`src/rtl/fault_free.sv`:
```
// fault_free
//   Reference netlist for the DFT fault-simulation flow. It has two parts:
//   - a combinational copy of the netlist whose output K honours the
//     externally driven stuck-at fault controls G0/E0/J1
//   - a clocked 4-lane parallel evaluator that runs the fault-free circuit
//     and three single-fault circuits on a captured test vector in one pass,
//     and reports which of those faults the vector detects.
//
// Ports
//   clk    : rising-edge clock for the evaluator
//   rst_n  : asynchronous active-low reset (evaluator only)
//   A..D   : primary inputs, A is the MSB of the test vector
//   G0     : 1 = G fault-free, 0 = G stuck-at-0 (K path only)
//   E0     : 1 = E fault-free, 0 = E stuck-at-0 (K path only)
//   J1     : 0 = J fault-free, 1 = J stuck-at-1 (K path only)
//   K      : combinational circuit output with fault controls applied
//   start  : request an evaluation of the current A..D
//   word   : lane responses [3] fault-free, [2] E/0, [1] G/0, [0] J/1
//   det    : detection flags [2] E/0, [1] G/0, [0] J/1
//   done   : one-cycle pulse, word/det freshly updated
module fault_free (
  input  logic       clk,
  input  logic       rst_n,
  input  logic       A,
  input  logic       B,
  input  logic       C,
  input  logic       D,
  input  logic       G0,
  input  logic       E0,
  input  logic       J1,
  output logic       K,
  input  logic       start,
  output logic [3:0] word,
  output logic [2:0] det,
  output logic       done
);

  typedef enum logic {
    IDLE = 1'b0,
    EVAL = 1'b1
  } state_t;

  // Lane masks: a 0 in an AND mask forces that lane's net to 0, a 1 in an
  // OR mask forces it to 1. Lane order is {fault-free, E/0, G/0, J/1}.
  localparam logic [3:0] LaneMaskE = 4'b1011;
  localparam logic [3:0] LaneMaskG = 4'b1101;
  localparam logic [3:0] LaneMaskJ = 4'b0001;

  state_t     r_state;
  state_t     w_nextState;
  logic [3:0] r_vec;
  logic [3:0] r_word;
  logic [2:0] r_det;
  logic       r_done;
  logic       w_capture;
  logic       w_finish;

  // Combinational netlist with injected faults.
  logic w_e;
  logic w_f;
  logic w_g;
  logic w_h;
  logic w_j;

  assign w_e = A & B & E0;
  assign w_f = ~(C & D);
  assign w_g = w_e & w_f & G0;
  assign w_h = C ^ D;
  assign w_j = ~(w_g & w_h) | J1;
  assign K   = ~w_j;

  // Bit-parallel evaluation of the captured vector. Every net is a 4-lane
  // vector; fault-free nets are simply replicated across all lanes.
  logic [3:0] w_laneE;
  logic [3:0] w_laneF;
  logic [3:0] w_laneG;
  logic [3:0] w_laneH;
  logic [3:0] w_laneJ;
  logic [3:0] w_laneK;
  logic [2:0] w_laneDet;

  assign w_laneE   = {4{r_vec[3] & r_vec[2]}} & LaneMaskE;
  assign w_laneF   = {4{~(r_vec[1] & r_vec[0])}};
  assign w_laneG   = w_laneE & w_laneF & LaneMaskG;
  assign w_laneH   = {4{r_vec[1] ^ r_vec[0]}};
  assign w_laneJ   = ~(w_laneG & w_laneH) | LaneMaskJ;
  assign w_laneK   = ~w_laneJ;
  // A fault is detected when its lane differs from the fault-free lane.
  assign w_laneDet = {3{w_laneK[3]}} ^ w_laneK[2:0];

  // Evaluator state register.
  always_ff @(posedge clk or negedge rst_n) begin
    if (!rst_n) begin
      r_state <= IDLE;
    end else begin
      r_state <= w_nextState;
    end
  end

  // Next-state logic: a start in IDLE captures the vector, EVAL always lasts
  // exactly one cycle and ignores start.
  always_comb begin
    w_nextState = r_state;
    w_capture   = 1'b0;
    w_finish    = 1'b0;
    case (r_state)
      IDLE: begin
        if (start) begin
          w_capture   = 1'b1;
          w_nextState = EVAL;
        end
      end
      EVAL: begin
        w_finish    = 1'b1;
        w_nextState = IDLE;
      end
      default: begin
        w_nextState = IDLE;
      end
    endcase
  end

  // Capture register and result registers. Results hold until the next
  // evaluation completes; done is a single-cycle strobe.
  always_ff @(posedge clk or negedge rst_n) begin
    if (!rst_n) begin
      r_vec  <= 4'b0000;
      r_word <= 4'b0000;
      r_det  <= 3'b000;
      r_done <= 1'b0;
    end else begin
      r_done <= w_finish;
      if (w_capture) begin
        r_vec <= {A, B, C, D};
      end
      if (w_finish) begin
        r_word <= w_laneK;
        r_det  <= w_laneDet;
      end
    end
  end

  assign word = r_word;
  assign det  = r_det;
  assign done = r_done;

endmodule

```
`config.mk`:
```
export PLATFORM = sky130hd
export DESIGN_NAME = fault_free
export DESIGN_NICKNAME = d
export VERILOG_FILES = /design/src/rtl/fault_free.sv
export SDC_FILE = /design/constraint.sdc
export NUM_CORES = 1
export LEC_CHECK = 0
export ABC_AREA = 1
export BUFFER_PORTS_ARGS = -buffer_cell sky130_fd_sc_hd__buf_4
export CORE_AREA = 2 2 39 41
export DETAILED_ROUTE_END_ITERATION = 12
export DIE_AREA = 0 0 41 43
export SYNTH_ARGS = -nofsm -noshare
export SYNTH_HDL_FRONTEND = slang
export SYNTH_SLANG_ARGS = --single-unit
export TNS_END_PERCENT = 1
```
`constraint.sdc`:
```
create_clock -name clk -period 0.8 [get_ports clk]
set_input_delay 0.12 -clock clk [delete_from_list [all_inputs] [get_ports clk]]
set_output_delay 0.12 -clock clk [all_outputs]
set_load 0.01 [all_outputs]
```
Yosys cells after proc, flatten, opt, wreduce, memory -nomap -nowiden --
Index checks and enable logic that the tools add are counted.
Storage, ports and cells: register bits 13, input bits 10, output and inout port bits 9
Cells by class: mux-type cells 4, bitwise gates (word level) 21
Operators by type and width (number):
- $and A1 B1 Y1 | 8
- $and A4 B4 Y4 | 2
- $not A4 Y4 | 2
- $not A1 Y1 | 5
- $mux W1 | 3
- $xor A3 B3 Y3 | 1
- $pmux W1 S2 | 1
- $xor A1 B1 Y1 | 2
- $or A1 B1 Y1 | 1

Logic depth before layout (Yosys ltp) --
word-level depth 8, depth in mapped cells 5, gate-level depth less buffers 5

Worst setup path after synthesis --
Ideal clock, no wire load.
path type reg-to-reg, start register r_vec[0], end register r_det[1] (netlist: det[1]), data arrival time 0.755 ns, data required time 0.674 ns, setup slack -0.081 ns, cell stages (with the launch flop) 4, period minus slack after synthesis 0.881 ns, path through dfrtp_1 ha_1 nand2_1 o21ai_0
On the way: longest elaborated chain between the ends 7
Ends and longest elaborated chain:
- start, declared | line 51 | logic [3:0] r_vec;
- start signal, assigned | line 134 | r_vec <= {A, B, C, D};
- $and A1 B1 Y1 | line 83 | assign w_laneF = {4{~(r_vec[1] & r_vec[0])}};
- $not A1 Y1 | line 83
- $and A4 B4 Y4 | line 84 | assign w_laneG = w_laneE & w_laneF & LaneMaskG;
- $and A4 B4 Y4 (*) | line 86 | assign w_laneJ = ~(w_laneG & w_laneH) | LaneMaskJ;
- $not A4 Y4 (*) | line 86
- $not A4 Y4 (*) | line 87 | assign w_laneK = ~w_laneJ;
- $xor A3 B3 Y3 (*) | line 89 | assign w_laneDet = {3{w_laneK[3]}} ^ w_laneK[2:0];
- end signal, assigned | line 138 | r_det <= w_laneDet;
- end, declared | line 53 | logic [2:0] r_det;
Mark *: on every way between the ends. The rest lies on a longest branch, timed or not. A chain may end at the register's enable or synchronous reset.

Final worst setup path --
start register r_det[1] (netlist: det[1]), end output det[1]
RTL lines:
- end, declared | line 34 | output logic [2:0] det,
No word-level cell between the ends.

==> flow_summary.json <==
{
  "postSynthAreaPerCell_um2": 8.25,
  "fp.dieArea_mm2": 0.00176,
  "worstHoldPathCells": 3,
  "powerDensity_mw_per_mm2": 1680,
  "r2r_start": "r_vec[0]$_DFFE_PN0P_",
  "min_delay_worst_endpoint": "r_vec[3]$_DFFE_PN0P_",
  "r2r_cells": 3,
  "power.ir.vdd_worst_mv": 0.799,
  "synthDistinctLibCells": 12,
  "clock_root_buffer_master": "sky130_fd_sc_hd__clkbuf_4",
  "grt_setup_unrepaired": "yes",
  "worst-endpoint-arrival_ns": 0.83,
  "final_util_pct": 41.6,
  "min_from": "A",
  "ctsLongestPathBuffers": 2,
  "grt_antenna_before_repair": 0,
  "mappedNetlistArea_um2": 363,
  "placedInstanceArea_um2": 480,
  "first_global_vias": 275,
  "ys_ff_latch": 7,
  "postRouteAntennaNets": 0,
  "routed-via-count": 310,
  "grt_start_max_net_pins": 8,
  "worst_path_largest_cell_delay_ns": 0.45,
  "drt_first_iter_violations": 1,
  "r2r-end": "det[1]$_DFFE_PN0P_",
  "placementRows": 14,
  "drc": 0,
  "grt-ovfl-total": 0,
  "detailedPlacementHpwl_um": 552,
  "final.min_clock_period_ns": 0.953,
  "routed_wl_um": 663,
  "proportion_of_synthesized_chip_area_in_sequential_cells_pct": 48.3,
  "grt_first_pass_wirelength_um": 1060,
  "diodes": 0,
  "drive_above_1_share_pct": 46.9,
  "min_period_over_period_pct": 119,
  "clkTransAtPathRegs_ns": 0.06,
  "critical_path.slowest_cell": "sky130_fd_sc_hd__dfrtp_2",
  "postSynthCellCount": 44,
  "timing_limited_maximum_frequency_ghz": 1.05,
  "skew_ns": 0.00670,
  "die_span_in_x_um": 41,
  "clock_insertion_delay_worst_skew_ns": 0.25,
  "starting_density_of_the_core_pct": 26.2,
  "violations": "negative setup slack",
  "timing.max_cap.violations": 0,
  "status": "finished, violations left",
  "crit_path_cell_trace": "buf_6",
  "required_ns": 0.68,
  "critical_path.endpoint_type": "output port",
  "path_max_fanout": 5,
  "worst-setup-path-type": "reg -> out",
  "firstDrtPassIters": 4,
  "die_h_um": 43,
  "avgRoutedWirePerCell_um": 8.29,
  "core-area_mm2": 0.00138,
  "ys.warnings.count": 0,
  "min_path_type": "in -> reg",
  "detail_route.vias_per_cell": 3.88,
  "slew_viol_final": 0,
  "numCtsBuffers": 3,
  "place.gp.congestion": 0.649,
  "fin_area_um2": 576,
  "power.static_leakage_uw": 0.000320,
  "cts_tree": "built",
  "setup-violations-final": 7,
  "global_route.usage.total_pct": 9.62,
  "path_delay_family": "flip-flops",
  "final.setup.worst_slack_ns": -0.153,
  "num_io_pins": 19,
  "syn2layout_area_growth_pct": 58.6,
  "htree_num_levels": 1,
  "worstPathBufferInverterCount": 1,
  "reg2reg_slack_ns": -0.08,
  "timing.critical_path.from_type": "flop",
  "num-nets-final": 77,
  "io_buf_count": 15,
  "final_hold_violation_count": 0,
  "cts_num_sinks": 7
}
==> power by group <==
group          switching, uW  internal, uW  total, uW
registers               27.4           393        421
clock network            131           183        314
logic                   96.5           134        231
total                    255           710        966
==> synth_stat cells <==
cell type	instances	area share [%]
sky130_fd_sc_hd__nand2_1	17	18
sky130_fd_sc_hd__o21ai_0	1	1.4
sky130_fd_sc_hd__nand3b_1	1	2.1
sky130_fd_sc_hd__nor2_1	1	1.0
sky130_fd_sc_hd__dfrtp_1	7	48
sky130_fd_sc_hd__nand3_1	1	1.4
sky130_fd_sc_hd__inv_2	2	2.1
sky130_fd_sc_hd__inv_1	4	4.1
sky130_fd_sc_hd__ha_1	2	6.9
sky130_fd_sc_hd__nand2_2	1	1.7
sky130_fd_sc_hd__conb_1	1	1.0
sky130_fd_sc_hd__buf_4	6	12
==> logic make-up (layout without fill, tap and decap cells) <==
kind of cell             Yosys count  count (layout)  share of synthesized area, %
AO/OA/AOI/OAI                      1               1                          1.38
adder cells (fa/ha/maj)            2               2                          6.90
buffers and inverters             12              30                          18.6
flip-flops                         7               7                          48.3
other                              1               3                          1.03
AND/OR/NAND/NOR                   21              21                          23.8
==> stage by stage <==
stage | cells | total power [uW] | hold slack, ns | setup slack [ns] | TNS (ns)
global placement | 74 | 610 | -0.0627 | -0.146 | -0.228
finish | 80 | 966 | 0.0682 | -0.153 | -0.876
detailed placement | 74 | 617 | -0.0615 | -0.150 | -0.270
global route | 80 | 1040 | 0.0833 | -0.189 | -1.31
CTS | 79 | 956 | 0.0612 | -0.162 | -0.975
floorplan | 46 | 529 | -0.176 | -0.0532 | -0.0532
==> timing repair <==
action,CTS,global route
setup buffers,0,1
pin swaps,0,4
hold endpoints to repair,7,0
hold buffers,1,0
gates resized for setup,3,10
setup endpoints to repair,11,11
==> worst max path at each step <==
stage	depth (start not counted)	slack, ns	from	end
floorplan	3	-0.05	r_vec[1]$_DFFE_PN0P_	det[1]$_DFFE_PN0P_
global placement	7	-0.15	C	K
detailed placement	7	-0.15	C	K
CTS	1	-0.16	det[1]$_DFFE_PN0P_	det[1]
global route	1	-0.19	det[1]$_DFFE_PN0P_	det[0]
finish	1	-0.15	det[1]$_DFFE_PN0P_	det[1]
==> per-layer routing <==
| layer | GRT usage, % | routed length, um | up-vias |
|---|---|---|---|
| li1 | - | - | 163 |
| met4 | 10.0 | 0 | 0 |
| met3 | 3.14 | 72 | 0 |
| met1 | 10.6 | 265 | 131 |
| met2 | 13.1 | 326 | 16 |
| met5 | 0 | 0 | - |
==> layout by cell type (no fill, tap or decap) <==
| cell | instances |
|---|---|
| sky130_fd_sc_hd__buf_4 | 12 |
| sky130_fd_sc_hd__buf_6 | 7 |
| sky130_fd_sc_hd__clkbuf_4 | 3 |
| sky130_fd_sc_hd__clkinv_2 | 1 |
| sky130_fd_sc_hd__conb_1 | 3 |
| sky130_fd_sc_hd__dfrtp_1 | 6 |
| sky130_fd_sc_hd__dfrtp_2 | 1 |
| sky130_fd_sc_hd__dlygate4sd3_1 | 1 |
| sky130_fd_sc_hd__ha_1 | 1 |
| sky130_fd_sc_hd__ha_4 | 1 |
| sky130_fd_sc_hd__inv_1 | 3 |
| sky130_fd_sc_hd__inv_2 | 2 |
| sky130_fd_sc_hd__inv_4 | 1 |
| sky130_fd_sc_hd__nand2_1 | 16 |
| sky130_fd_sc_hd__nand2_2 | 1 |
| sky130_fd_sc_hd__nand2_4 | 1 |
| sky130_fd_sc_hd__nand3_1 | 1 |
| sky130_fd_sc_hd__nand3b_1 | 1 |
| sky130_fd_sc_hd__nor2_1 | 1 |
| sky130_fd_sc_hd__o21ai_1 | 1 |
==> area by class of cell <==
type	instances	area, um2
clock buffer	3	22.5
sequential	7	176
tap	16	20.0
inverter	6	25.0
timing repair buffer	20	179
clock inverter	1	5.00
fill	161	808
multi-input combinational	27	148
==> state kept, by name (all words and copies together) (netlist names) <==
name / flops
det: 1
done: 1
r_state: 1
r_vec: 4
No activity file was read; power rests on OpenSTA's default activity.
